==> src/rtl/vbus_arbiter.sv <==
// -----------------------------------------------------------------------------
// vbus_arbiter
//   Shares the single video/memory-mapped bus (textbuffer, sprite registers)
//   among NREQ requesters. Round-robin arbitration, one single-beat transaction
//   in flight at a time, with a fixed-priority override for requester VBL_REQ
//   while vsync is high. Drives bus_en/bus_rw/bus_addr/bus_do into the address
//   decoder and returns read data (bus_di) to the requester that owns the read.
//
// Ports
//   clk, reset            clock, asynchronous active-high reset
//   vsync                 vertical blank window (enables the priority override)
//   req, req_we           per-requester request level and 1=write / 0=read
//   req_addr, req_wdata   packed per-requester address / write data,
//                         requester i at [i*W +: W]
//   gnt                   one-hot, one-cycle pulse: transaction accepted
//   rvalid, rdata         one-hot, one-cycle read response; rdata shared, held
//   bus_en, bus_rw        one-cycle bus strobe, 1=write 0=read
//   bus_addr, bus_do      bus address / write data
//   bus_di                read data from the bus mux
//   busy                  arbiter is not idle
//   dbg_state             current FSM state (IDLE=0 ISSUE=1 WAIT=2 RESP=3)
//
// Handshake: a requester holds req (with req_we/addr/wdata stable) until it
// sees its gnt bit; it must drop req or present its next transaction on that
// edge, because a req still high when the arbiter returns to IDLE is taken as
// a new transaction. Reads are answered later by exactly one rvalid pulse.
// -----------------------------------------------------------------------------
module vbus_arbiter #(
  parameter int NREQ     = 3,
  parameter int ADDR_W   = 16,
  parameter int DATA_W   = 8,
  parameter int READ_LAT = 1,
  parameter int VBL_REQ  = 0
) (
  input  logic                     clk,
  input  logic                     reset,
  input  logic                     vsync,
  input  logic [NREQ-1:0]          req,
  input  logic [NREQ-1:0]          req_we,
  input  logic [NREQ*ADDR_W-1:0]   req_addr,
  input  logic [NREQ*DATA_W-1:0]   req_wdata,
  output logic [NREQ-1:0]          gnt,
  output logic [NREQ-1:0]          rvalid,
  output logic [DATA_W-1:0]        rdata,
  output logic                     bus_en,
  output logic                     bus_rw,
  output logic [ADDR_W-1:0]        bus_addr,
  output logic [DATA_W-1:0]        bus_do,
  input  logic [DATA_W-1:0]        bus_di,
  output logic                     busy,
  output logic [1:0]               dbg_state
);

  localparam int PTR_W = $clog2(NREQ);

  typedef enum logic [1:0] {
    S_IDLE  = 2'd0,
    S_ISSUE = 2'd1,
    S_WAIT  = 2'd2,
    S_RESP  = 2'd3
  } state_t;

  state_t              state_q, state_d;
  logic [PTR_W-1:0]    rr_ptr_q, rr_ptr_d;
  logic [PTR_W-1:0]    owner_q, owner_d;
  logic [2:0]          cnt_q, cnt_d;
  logic [NREQ-1:0]     gnt_q, gnt_d;
  logic [NREQ-1:0]     rvalid_q, rvalid_d;
  logic [DATA_W-1:0]   rdata_q, rdata_d;
  logic                bus_en_q, bus_en_d;
  logic                bus_rw_q, bus_rw_d;
  logic [ADDR_W-1:0]   bus_addr_q, bus_addr_d;
  logic [DATA_W-1:0]   bus_do_q, bus_do_d;
  logic                busy_q, busy_d;

  // Winner selection and the winner's request fields.
  logic                win_valid;
  logic [PTR_W-1:0]    win_idx;
  logic [NREQ-1:0]     win_oh;
  logic                win_we;
  logic [ADDR_W-1:0]   win_addr;
  logic [DATA_W-1:0]   win_data;

  // Round-robin as two passes: first the requesters at or above rr_ptr, then
  // wrap to the ones below it; lowest index wins inside each pass.
  always_comb begin
    win_valid = 1'b0;
    win_idx   = '0;
    win_oh    = '0;
    win_we    = 1'b0;
    win_addr  = '0;
    win_data  = '0;
    if (vsync && req[VBL_REQ]) begin
      win_valid       = 1'b1;
      win_idx         = PTR_W'(VBL_REQ);
      win_oh[VBL_REQ] = 1'b1;
      win_we          = req_we[VBL_REQ];
      win_addr        = req_addr[VBL_REQ*ADDR_W +: ADDR_W];
      win_data        = req_wdata[VBL_REQ*DATA_W +: DATA_W];
    end else begin
      for (int i = 0; i < NREQ; i++) begin
        if (!win_valid && req[i] && (PTR_W'(i) >= rr_ptr_q)) begin
          win_valid = 1'b1;
          win_idx   = PTR_W'(i);
          win_oh[i] = 1'b1;
          win_we    = req_we[i];
          win_addr  = req_addr[i*ADDR_W +: ADDR_W];
          win_data  = req_wdata[i*DATA_W +: DATA_W];
        end
      end
      for (int i = 0; i < NREQ; i++) begin
        if (!win_valid && req[i]) begin
          win_valid = 1'b1;
          win_idx   = PTR_W'(i);
          win_oh[i] = 1'b1;
          win_we    = req_we[i];
          win_addr  = req_addr[i*ADDR_W +: ADDR_W];
          win_data  = req_wdata[i*DATA_W +: DATA_W];
        end
      end
    end
  end

  // Next-state and registered-output logic. bus_en/bus_rw/gnt/rvalid default
  // low so they can only pulse for the single cycle the state sets them.
  always_comb begin
    state_d    = state_q;
    rr_ptr_d   = rr_ptr_q;
    owner_d    = owner_q;
    cnt_d      = cnt_q;
    gnt_d      = '0;
    rvalid_d   = '0;
    rdata_d    = rdata_q;
    bus_en_d   = 1'b0;
    bus_rw_d   = 1'b0;
    bus_addr_d = bus_addr_q;
    bus_do_d   = bus_do_q;
    case (state_q)
      S_IDLE: begin
        if (win_valid) begin
          state_d    = S_ISSUE;
          gnt_d      = win_oh;
          bus_en_d   = 1'b1;
          bus_rw_d   = win_we;
          bus_addr_d = win_addr;
          bus_do_d   = win_data;
          owner_d    = win_idx;
          rr_ptr_d   = (win_idx == PTR_W'(NREQ-1)) ? '0 : win_idx + PTR_W'(1);
        end
      end
      S_ISSUE: begin
        // bus_rw_q still holds the direction of the transaction being issued.
        if (bus_rw_q) begin
          state_d = S_IDLE;
        end else begin
          state_d = S_WAIT;
          cnt_d   = 3'd1;
        end
      end
      S_WAIT: begin
        // cnt counts cycles since the strobe; bus_di is valid when it
        // reaches READ_LAT and is captured on that cycle's closing edge.
        if (cnt_q == 3'(READ_LAT)) begin
          state_d = S_RESP;
          rdata_d = bus_di;
          for (int i = 0; i < NREQ; i++) begin
            rvalid_d[i] = (owner_q == PTR_W'(i));
          end
        end else begin
          cnt_d = cnt_q + 3'd1;
        end
      end
      S_RESP: begin
        state_d = S_IDLE;
      end
      default: begin
        state_d = S_IDLE;
      end
    endcase
    busy_d = (state_d != S_IDLE);
  end

  always_ff @(posedge clk or posedge reset) begin
    if (reset) begin
      state_q    <= S_IDLE;
      rr_ptr_q   <= '0;
      owner_q    <= '0;
      cnt_q      <= '0;
      gnt_q      <= '0;
      rvalid_q   <= '0;
      rdata_q    <= '0;
      bus_en_q   <= 1'b0;
      bus_rw_q   <= 1'b0;
      bus_addr_q <= '0;
      bus_do_q   <= '0;
      busy_q     <= 1'b0;
    end else begin
      state_q    <= state_d;
      rr_ptr_q   <= rr_ptr_d;
      owner_q    <= owner_d;
      cnt_q      <= cnt_d;
      gnt_q      <= gnt_d;
      rvalid_q   <= rvalid_d;
      rdata_q    <= rdata_d;
      bus_en_q   <= bus_en_d;
      bus_rw_q   <= bus_rw_d;
      bus_addr_q <= bus_addr_d;
      bus_do_q   <= bus_do_d;
      busy_q     <= busy_d;
    end
  end

  assign gnt       = gnt_q;
  assign rvalid    = rvalid_q;
  assign rdata     = rdata_q;
  assign bus_en    = bus_en_q;
  assign bus_rw    = bus_rw_q;
  assign bus_addr  = bus_addr_q;
  assign bus_do    = bus_do_q;
  assign busy      = busy_q;
  assign dbg_state = state_q;

endmodule

==> config.mk <==
export PLATFORM = sky130hd
export DESIGN_NAME = vbus_arbiter
export DESIGN_NICKNAME = d
export VERILOG_FILES = /design/src/rtl/vbus_arbiter.sv
export SDC_FILE = /design/constraint.sdc
export NUM_CORES = 1
export LEC_CHECK = 0
export BUFFER_PORTS_ARGS = -buffer_cell sky130_fd_sc_hd__buf_2
export CORE_MARGIN = 2
export CORE_UTILIZATION = 41
export DETAILED_ROUTE_END_ITERATION = 12
export HOLD_SLACK_MARGIN = 0.15
export PLACE_DENSITY = 0.77
export SYNTH_ARGS = -nofsm -noshare
export SYNTH_HDL_FRONTEND = slang
export SYNTH_SLANG_ARGS = --single-unit
==> constraint.sdc <==
create_clock -name clk -period 2.18 [get_ports clk]
set_clock_uncertainty 0.2 [all_clocks]
set_input_delay 0.327 -clock clk [delete_from_list [all_inputs] [get_ports clk]]
set_output_delay 0.327 -clock clk [all_outputs]
set_load 0.02 [all_outputs]
# [Yosys cells after proc, flatten, opt, wreduce, memory -nomap -nowiden]
# Cells that the tools add are included.
# W data, S select, Z words.
[word_totals] out_inout_bits=43 elab_cells=109 inputBits=89 ff_bits=50
[classes] n_addsub=2 order_cmp=3 n_reduce_logical=21 n_mux=62 eq_ne=9
[ops] op="$mux W16" count=7
[ops] op="$mux W8" count=7
[ops] op="$mux W1" count=30
[ops] op="$mux W2" count=10
[ops] op="$mux W3" count=6
[ops] op="$logic_and A1 B1 Y1" count=9
[ops] op="$eq A2 B2 Y1 const B" count=4
[ops] op="$pmux W2 S4" count=1
[ops] op="$pmux W3 S2" count=1
[ops] op="$logic_not A1 Y1" count=5
[ops] op="$eq A2 B1 Y1 const B" count=2
[ops] op="$ge A1 B2 Y1 const A" count=2
[ops] op="$logic_not A2 Y1" count=2
[ops] op="$ne A2 B2 Y1 const B" count=2
[ops] op="$reduce_and A2 Y1" count=2
[ops] op="$reduce_bool A2 Y1" count=2
[ops] op="$add A3 B1 Y3 const B" count=1
[ops] op="$eq A3 B1 Y1 const B" count=1
[ops] op="$reduce_and A3 Y1" count=1
[ops] op="$add A2 B1 Y2 const B" count=1
[ops] op="$ge A2 B2 Y1 const A" count=1

# [Logic depth before layout (Yosys ltp)]
# Gate-level depths: netlist of run 1.
[logic_depth] ltp_word=29 ltp_mapped=8

# [Worst setup path before layout of run 1]
# Ideal clock, no wire load.
[synth_path] path_type="reg-to-reg" startpoint="reg rr_ptr_q[0]" endpoint="reg bus_addr_q[9], in the netlist bus_addr[9]" path_buffers=2 stages_incl_launch_ff=8 slack_ns=0.139 required_ns=1.854 arrival_ns=1.715 cell_sequence="dfrtp_1 > nor3b_1 > o31a_1 > and3_1 > buf_6 > buf_6 > a22o_1 > a221o_1"
[synth_between] elab_chain_cells=27 elab_cells_between_ends=36 classes_between="order compare (3); mux (19); reduce/logical (14)"
[synth_lines] element="from (decl)" line="64" text="logic [PTR_W-1:0] rr_ptr_q, rr_ptr_d;"
[synth_lines] element="from (signal assigned)" line="199" text="rr_ptr_q <= rr_ptr_d;"
[synth_lines] element="$ge A1 B2 Y1" line="102" text="if (!win_valid && req[i] && (PTR_W'(i) >= rr_ptr_q)) begin"
[synth_lines] element="$logic_and A1 B1 Y1" line="102"
[synth_lines] element="$mux W1" line="102"
[synth_lines] element="$mux W1" line="93" text="if (vsync && req[VBL_REQ]) begin"
[synth_lines] element="$logic_not A1 Y1" line="102"
[synth_lines] element="$logic_and A1 B1 Y1 (2 in series)" line="102"
[synth_lines] element="$mux W1" line="102"
[synth_lines] element="$mux W1" line="93"
[synth_lines] element="[10 not listed]"
[synth_lines] element="$logic_and A1 B1 Y1" line="112" text="if (!win_valid && req[i]) begin"
[synth_lines] element="$mux W1" line="112"
[synth_lines] element="$mux W1" line="93"
[synth_lines] element="$logic_not A1 Y1" line="112"
[synth_lines] element="$logic_and A1 B1 Y1" line="112"
[synth_lines] element="$mux W1" line="112"
[synth_lines] element="$mux W1" line="93"
[synth_lines] element="$reduce_and A2 Y1 (no source line)"
[synth_lines] element="to (signal assigned)" line="207" text="bus_addr_q <= bus_addr_d;"
[synth_lines] element="to (decl)" line="72" text="logic [ADDR_W-1:0] bus_addr_q, bus_addr_d;"
# Parallel ways exist; a longest one is shown, timed or not. The select of a mux whose other input is x is not followed.
# A chain may end at the register's enable or synchronous reset.

# [Worst setup path in the final report of run 1]
[layout_path] startpoint="reg rr_ptr_q[0]" endpoint="reg bus_do_q[2], in the netlist bus_do[2]"
[layout_between] elab_chain_cells=27 elab_cells_between_ends=36 classes_between="order compare (3); mux (19); reduce/logical (14)"
[layout_lines] element="$ge A1 B2 Y1" line="102"
[layout_lines] element="$logic_and A1 B1 Y1" line="102"
[layout_lines] element="$mux W1" line="102"
[layout_lines] element="$mux W1" line="93"
[layout_lines] element="$logic_not A1 Y1" line="102"
[layout_lines] element="$logic_and A1 B1 Y1 (2 in series)" line="102"
[layout_lines] element="$mux W1" line="102"
[layout_lines] element="$mux W1" line="93"
[layout_lines] element="[10 not listed]"
[layout_lines] element="$logic_and A1 B1 Y1" line="112"
[layout_lines] element="$mux W1" line="112"
[layout_lines] element="$mux W1" line="93"
[layout_lines] element="$logic_not A1 Y1" line="112"
[layout_lines] element="$logic_and A1 B1 Y1" line="112"
[layout_lines] element="$mux W1" line="112"
[layout_lines] element="$mux W1" line="93"
[layout_lines] element="$reduce_and A2 Y1 (no source line)"
[layout_lines] element="to (signal assigned)" line="208" text="bus_do_q <= bus_do_d;"
[layout_lines] element="to (decl)" line="73" text="logic [DATA_W-1:0] bus_do_q, bus_do_d;"
# Parallel ways exist; a longest one is shown, timed or not. The select of a mux whose other input is x is not followed.

==> results of run 1 <==
==> flip-flops by register name, indices dropped and copies added (netlist names), 2 cells and up <==
name / count
gnt: 3
dbg_state: 2
rdata: 8
bus_do: 8
bus_addr: 16
cnt_q: 3
rr_ptr_q: 2
rvalid: 3
owner_q: 2
==> repair_timing <==
item | CTS | global route
gates resized for setup | 0 | 0
hold buffers | 60 | 0
hold endpoints to repair | 50 | 0
==> cell usage after synthesis, types with 5 or more instances <==
master / n
a221o_1: 15
a221oi_1: 6
nor3_1: 14
nand2b_1: 6
clkbuf_1: 6
nand2_1: 52
a22o_1: 15
nor2_1: 27
a22oi_1: 5
dfrtp_1: 50
o21ai_0: 7
a211oi_1: 5
==> metal layers <==
metal | part of all wire (%) | vias up | wire [um] | track usage, %
met3 | 7.0 | 28 | 596 | 5.109
met1 | 38 | 1329 | 3189 | 28.06
met2 | 52 | 149 | 4389 | 46.29
met5 | 0 | - | 0 | 0
met4 | 3.8 | 0 | 320 | 10.33
li1 | - | 1358 | - | -
==> area by class of cell <==
cell class / count / area (um2) / share of cell area [%]
inverter: 5 / 18.77 / 0.4618
sequential: 50 / 1251 / 30.79
tap: 75 / 93.84 / 2.309
clock inverter: 3 / 43.79 / 1.078
clock buffer: 5 / 68.82 / 1.693
timing repair buffer: 208 / 1421 / 34.98
multi-input combinational: 192 / 1166 / 28.69
==> metrics by stage <==
step	setup WS (ns)	utilization, %	area, um2	cells
2_1_floorplan	0.1392	-	2509	260
3_3_place_gp	0.1826	56.59	3351	470
3_5_place_dp	0.1389	56.59	3351	470
4_1_cts	0.1329	68.64	4064	538
5_1_grt	0.006690	68.64	4064	538
6_report	0.1041	68.64	4064	538
==> worst min-delay path: cells and delay by family <==
kind / cells / cell delay, ns
compound gates: 2 / 0.21
buf+inv: 1 / 0.08
==> placed cells by master (no fill, tap or decap), types with 2 or more instances in the layout <==
master and instances:
a21o_1 4, inv_1 3, dfrtp_1 50, a221oi_1 6, a22o_1 15, o21ai_0 7, a22oi_1 5, nor2b_1 4
ha_1 2, clkbuf_8 5, buf_2 131, nand2b_1 6, a21oi_1 2, nor3_1 14, o211ai_1 2, nor2_1 27
o221ai_1 3, o21a_1 2, a221o_1 15, buf_12 3, nand2_1 52, buf_4 14, nor3b_1 3, a211oi_1 5
inv_2 2, dlygate4sd3_1 60
==> power by group <==
part / switching [mW] / leakage, nW / internal (mW) / total (mW)
sequential: 0.236 / 0.622 / 1.31 / 1.55
combinational: 1.41 / 1.37 / 1.03 / 2.44
clock: 0.319 / 0.0585 / 0.344 / 0.664
total: 1.96 / 2.05 / 2.68 / 4.65
==> kinds of logic after synthesis <==
| kind of cell | Yosys count | share of synthesized area (%) |
|---|---|---|
| AND/OR/NAND/NOR | 115 | 20.65 |
| AO/OA/AOI/OAI | 75 | 24.84 |
| flip-flops | 50 | 49.88 |
| buffers and inverters | 18 | 3.641 |
| adder cells (fa/ha/maj) | 2 | 0.9973 |
==> how the worst max path moves through the flow <==
stage | end | slack (ns) | startpoint
after floorplan | bus_addr[9] | 0.14 | rr_ptr_q[0]
after global placement | bus_addr[13] | 0.18 | rr_ptr_q[0]
after detailed placement | bus_do[0] | 0.14 | rr_ptr_q[0]
after CTS | bus_addr[11] | 0.13 | rr_ptr_q[0]
after global routing | bus_do[2] | 0.007 | rr_ptr_q[0]
final | bus_do[2] | 0.10 | rr_ptr_q[0]
==> results.toml, run 1 <==
[run_status]
status = "completed"

[critical_path]
rr_endpoint = "bus_do[2]"
critPathKind = "reg -> reg"
cp.required_ns = 2.18
critPathMaxFanout = 19
startpoint_type = "flop"
cp_num_buf_inv = 1
crit_chain = "and2b_1 > o21a_1 > nor3_4 > buf_4 > a221o_1"
r2r_setup_slack_ns = 0.10
rr_worst_depth = 5
endpoint_kind = "flop"
path_depth = 5
critPathTopFamily = "compound AO/OA/AOI/OAI gates"
r2r-start = "rr_ptr_q[0]"
max_stage_delay_ns = 0.46
slowest_stage = "dfrtp_1"
arrival_ns = 2.07

[clock_network]
clkLatencyLatePin_ns = 0.31
clk_pin_slew_ns = 0.10
cts_setup_buffers = 0
tritoncts = "built"
htreeDepth = 2
cts.sinks = 50
cts_buffers = 5
clockBufferDepth = 2
cts-root-buf = "clkbuf_8"

[yosys]
syn-mean-instance-area_um2 = 9.649
synth_top_area_share_pct = 49.88
netlist_instances = 260
synth_edf_count = 0
synth-seq-cells = 50
synth.area.top_cells = "dfrtp_1, nand2_1, a221o_1"
ys.flop_type = "dfrtp_1"
synth_largest_area_cell = "dfrtp_1"
syn_area_mm2 = 0.002509
ys_seq_area_share_pct = 49.88
yosys_warnings = 0
yosysUniqueCellTypes = 43
synth_async_sr_flop_share_pct = 100.0
synth_nets = 351

[place]
routabilityCongestion = 0.8310
port_buffers = 131
hpwlAfterDp_um = 5314

[power]
total_power_mw = 4.649
p_per_area_mw_per_mm2 = 1144
vdd_drop_max_uv = 690.7
leakage_nw = 2.053

[global_routing]
grt_pass1_wl_um = 12780
grt_pass1_vias = 2798
grt_max_degree = 34
overflow = 0
grtUsageTotal_pct = 25.16
antenna_found_initial = 0

[worst_hold_path]
whs_path_depth = 3
worstHoldEndpoint = "bus_addr[12]"
hold_class = "in -> reg"
hold_path.startpoint = "req_addr[44]"

[floorplanning]
dieArea_mm2 = 0.006760
dieWidth_um = 82.22
die_h_um = 82.22
core_area_mm2 = 0.005921
initial_utilization_pct = 42.37
num_rows = 28
ios = 132

[drt]
wl_per_cell_um = 15.79
drt-total-wl_um = 8495
viasPerCell = 5.323
vias = 2864
drt_iter0_drc = 180
dr.pass1.iters = 4
ant_nets = 0
drc = 0

[timing]
worst-slew-pin-transition_ns = 0.5172
min_period_ns = 2.076
whs_ns = 0.1343
maxSlewHeadroom_pct = 65.39
finalSetupViolCount = 0
hold_violations = 0
fin_setup_tns_ns = 0
rsz0062_at_grt = "no"
period_share_pct = 95.22
maxSlewViolCount = 0
fmax_mhz = 481.7

[cells_and_area]
num_antenna_cells = 0
fillers = 453
area_growth_syn_to_layout_pct = 62.00
drive_above_1_share_pct = 34.99
fin_nets = 553

[run]
maxCapViolations = 0
(Power assumes the default switching activity.)
==> run 2, diff against run 1 <==
Settings changed: CORE_UTILIZATION 41 to 45, PLACE_DENSITY 0.77 to 0.8.
Clock period 2.18 ns to 2.3 ns, I/O delays scaled along.
==> run 2 against run 1 <==
Against the previous run: final cell count decreased by 2.6%; via count increased by 0.35%; flip-flop and latch count unchanged; clock power about the same; sequential power decreased by 5%; global-route usage increased by 3.6 points; utilization increased by 3.9 points; die area decreased by 8.5%; wire length increased by 1.6%; sequential share of layout area increased by 0.91 points; hold slack improved by 0.032 ns; worst setup slack improved by 0.053 ns; critical endpoint is now bus_addr[10]; largest cell class unchanged; largest power group unchanged; highest routed layer unchanged.
==> results.toml, run 2 (synthesized netlist as in run 1, its figures left out) <==
[run_status]
status = "completed"

[place]
port_buffers = 131
routabilityCongestion = 0.9126
dp_slack_ns = 0.07780
hpwlAfterDp_um = 5140
dp.cells = 462

[cells_and_area]
finalCoreUtilization_pct = 72.58
largest_reg_flops = 16
num_antenna_cells = 0
fin_cells = 524
fin_nets = 542
final_cell_mix = "buf_2, dlygate4sd3_1, nand2_1"
area_growth_syn_to_layout_pct = 57.36
fillers = 391
final_common_cell = "buf_2"
drive_above_1_share_pct = 34.96

[clock_network]
cts_setup_buffers = 0
clockBufferDepth = 2
tritoncts = "built"
cts-root-buf = "clkbuf_8"
clk_pin_slew_ns = 0.09
cts.sinks = 50
cts_buffers = 5
clkLatencyLatePin_ns = 0.30
htreeDepth = 2

[floorplanning]
dieWidth_um = 78.67
initial_utilization_pct = 46.12
die_h_um = 78.67
core_area_mm2 = 0.005439
dieArea_mm2 = 0.006188
ios = 132
num_rows = 27

[timing]
maxSlewViolCount = 0
timing.final.ws_setup_ns = 0.1568
finalSetupViolCount = 0
fmax_mhz = 466.6
fin_setup_tns_ns = 0
hold_violations = 0
maxSlewHeadroom_pct = 63.63
period_share_pct = 93.18
rsz0062_at_grt = "no"
worst-slew-pin-transition_ns = 0.5455
min_period_ns = 2.143

[power]
p_clk_share_pct = 15.0
p_per_area_mw_per_mm2 = 1118
pwr-share-comb_pct = 51.5
p_int_mw = 2.530
leakage_nw = 1.998
vdd_drop_max_uv = 608.3
p_sw_share_pct = 42.70
power.switching_mw = 1.885
total_power_mw = 4.415
seqPwrFrac_pct = 33.5

[drt]
drt-total-wl_um = 8628
drt_iter0_drc = 242
viasPerCell = 5.485
ant_nets = 0
wl_per_cell_um = 16.47
drc = 0
dr.pass1.iters = 4
vias = 2874

[critical_path]
arrival_ns = 2.13
cp.required_ns = 2.28
critPathKind = "reg -> reg"
slowest_stage = "dfrtp_1"
critPathMaxFanout = 18
crit_chain = "nor3b_1 > o31a_1 > and3_2 > a22o_1 > a221o_1"
max_stage_delay_ns = 0.46
startpoint_type = "flop"
endpoint_kind = "flop"

[worst_hold_path]
hold_class = "in -> reg"

[global_routing]
grt_pass1_vias = 2863
grt_pass1_wl_um = 13940
overflow = 0
grt_max_degree = 34
grtUsageTotal_pct = 28.74
antenna_found_initial = 0

[run]
maxCapViolations = 0
[run 2: cell count changes in the layout (fill, tap and decap cells not counted)]
cell and change:
dlygate4sd3_1 -6, buf_4 -3, clkbuf_8 +1, clkinv_2 -1
buf_12 -2, and3_2 +1, and3_1 -1
[run 2: power groups by stage]
stage          registers (mW)  logic [mW]  clock network (mW)
6_report                 1.48        2.27               0.664
5_1_grt                  1.51        2.46               0.710
4_1_cts                  1.46        2.22               0.676
3_5_place_dp             1.47        2.15                   0
3_3_place_gp             1.47        2.09                   0
2_1_floorplan            1.87        1.04                   0
[run 2: cell type report]
cell class / count / area [um2] / share of cell area (%)
timing repair buffer: 197 / 1299 / 32.90
sequential: 50 / 1251 / 31.70
multi-input combinational: 192 / 1167 / 29.57
tap: 72 / 90.09 / 2.282
clock buffer: 6 / 82.58 / 2.092
clock inverter: 2 / 38.79 / 0.9826
inverter: 5 / 18.77 / 0.4754
[run 2: layer usage]
metal | vias to the layer above | wire, um | track usage, % | share of wire, %
met5 | - | 0 | 0 | 0
met4 | 0 | 117 | 8.421 | 1.4
met3 | 12 | 700 | 6.552 | 8.1
met2 | 142 | 4275 | 48.46 | 50
met1 | 1386 | 3535 | 36.91 | 41
li1 | 1334 | - | - | -
[run 2: timing repair]
item | 4_1_cts | 5_1_grt
endpoints found under the setup margin | 0 | 12
resized for setup | 0 | 1
endpoints found under the hold margin | 47 | 0
hold buffers | 54 | 0
[run 2: metrics by stage]
stage / hold slack [ns] / instance area [um2]
after global placement: 0.1701 / 3284
after CTS: 0.1519 / 3946
after floorplan: 0.2456 / 2509
final: 0.1660 / 3948
after global routing: 0.1665 / 3948
after detailed placement: 0.1710 / 3284
[run 2: path summary, 6_finish.rpt]
check	from	endpoint	slack [ns]	cells after the start
worst max-delay path	rr_ptr_q[0]	bus_addr[10]	0.16	5
worst min-delay path	req_we[1]	bus_rw	0.17	3
worst max register to register	rr_ptr_q[0]	bus_addr[10]	0.16	5
worst min register to register	rdata[0]	rdata[0]	0.28	2
max in group asynchronous	reset	bus_addr[14]	0.93	4
min in group asynchronous	reset	bus_do[0]	0.39	3
[run 2: critical path: cells and delay by family (launching register included)]
family | cells | cell delay (ns)
flip-flops | 1 | 0.46
AO/OA/AOI/OAI | 3 | 0.83
AND/OR/NAND/NOR | 2 | 0.52
==> run 3, diff against run 2 <==
Settings changed: RECOVER_POWER set to 100.
==> run 3 against run 2 <==
Against the previous run: worst setup slack gained 0.00074 ns; non-clock buffer count is the same; design area shrank 1.6%; utilization shrank 1.2 points; final cell count is the same; critical path type unchanged; largest cell class is now sequential cells.
==> results.toml, run 3 (synthesized netlist as in run 1, its figures left out) <==
[run_status]
status = "completed"

[global_routing]
grt_max_degree = 34
grt_pass1_vias = 2863
antenna_found_initial = 0
grtUsageTotal_pct = 28.74
overflow = 0
grt_pass1_wl_um = 13940

[timing]
hold_violations = 0
fin_setup_tns_ns = 0
min_period_ns = 2.142
maxSlewHeadroom_pct = 48.32
worst-slew-pin-transition_ns = 0.7744
rsz0062_at_grt = "no"
timing.final.ws_setup_ns = 0.1575
whs_ns = 0.1647
fmax_mhz = 466.7
period_share_pct = 93.15
maxSlewViolCount = 0
finalSetupViolCount = 0

[floorplanning]
dieWidth_um = 78.67
dieArea_mm2 = 0.006188
die_h_um = 78.67
ios = 132
core_area_mm2 = 0.005439
initial_utilization_pct = 46.12
num_rows = 27

[clock_network]
htreeDepth = 2
cts_buffers = 5
tritoncts = "built"
cts_setup_buffers = 0
clk_pin_slew_ns = 0.10
clockBufferDepth = 2
cts.sinks = 50
cts-root-buf = "clkbuf_8"
clkLatencyLatePin_ns = 0.30

[drt]
dr.pass1.iters = 4
ant_nets = 0
drc = 0
drt_iter0_drc = 233
drt-total-wl_um = 8699
vias = 2865
wl_per_cell_um = 16.60
viasPerCell = 5.468

[cells_and_area]
fillers = 422
largest_reg_flops = 16
area_growth_syn_to_layout_pct = 54.81
fin_cells = 524
design_area_mm2 = 0.003884
final_cell_mix = "buf_2, dlygate4sd3_1, nand2_1"
num_antenna_cells = 0
fin_nets = 542
final_common_cell = "buf_2"
drive_above_1_share_pct = 25.00

[critical_path]
arrival_ns = 2.13
critPathKind = "reg -> reg"
cp.required_ns = 2.29
startpoint_type = "flop"
critPathMaxFanout = 16
endpoint_kind = "flop"
crit_path_start = "rr_ptr_q[0]"
rr_endpoint = "bus_addr[10]"
r2r-start = "rr_ptr_q[0]"
r2r_setup_slack_ns = 0.16
rr_worst_depth = 6

[place]
port_buffers = 131
place_area_mm2 = 0.003284
hpwlAfterDp_um = 5140
dp.cells = 462
routabilityCongestion = 0.9126
dp_slack_ns = 0.07780

[worst_hold_path]
whs_path_depth = 3
worstHoldEndpoint = "bus_rw"
hold_path.startpoint = "req_we[1]"
hold_class = "in -> reg"

[power]
leakage_nw = 1.854
vdd_drop_max_uv = 601.4
p_per_area_mw_per_mm2 = 1114

[run]
maxCapViolations = 0
## run 3: through the flow
step / utilization [%] / total power [mW]
3_5_place_dp: 60.39 / 3.618
2_1_floorplan: - / 2.907
4_1_cts: 72.56 / 4.358
5_1_grt: 71.41 / 4.590
3_3_place_gp: 60.39 / 3.553
6_report: 71.41 / 4.328
## run 3: repair_timing
action,4_1_cts,5_1_grt
hold buffers,54,0
endpoints found under the hold margin,47,0
setup endpoints to repair,0,12
resized for setup,0,1
## run 3: cell type report
type	count	area (um2)	share of cell area (%)
repair buffers	197	1237	31.86
inverters	5	18.77	0.4832
well taps	72	90.09	2.320
multi-input cells	192	1165	29.99
flip-flops and latches	50	1251	32.22
clock inverters	2	38.79	0.9987
clock buffers	6	82.58	2.126
## run 3: how the worst max path moves through the flow
| stage | end | slack [ns] | depth (start not counted) |
|---|---|---|---|
| after CTS | bus_addr[11] | 0.12 | 5 |
| final | bus_addr[10] | 0.16 | 6 |
| after global placement | bus_do[0] | 0.16 | 7 |
| after global routing | bus_do[6] | 0.04 | 7 |
| after detailed placement | bus_addr[11] | 0.08 | 7 |
| after floorplan | bus_addr[9] | 0.26 | 7 |
## run 3: power breakdown
part	internal, mW	total (mW)	switching (mW)
clock	0.358	0.668	0.310
combinational	0.827	2.17	1.35
sequential	1.25	1.49	0.240
total	2.43	4.33	1.90
## run 3: critical path: stages (launching register included)
cell,delay [ns]
dfrtp_1,0.46
and2b_1,0.28
a22oi_1,0.11
o21a_1,0.23
and2_0,0.24
buf_12,0.18
a221o_1,0.32
## run 3: metal layers
metal	vias up	global-route usage [%]	wire length [um]
met5	-	0	0
met4	0	8.421	108
met3	12	6.552	682
met2	143	48.46	4281
met1	1375	36.91	3626
li1	1335	-	-
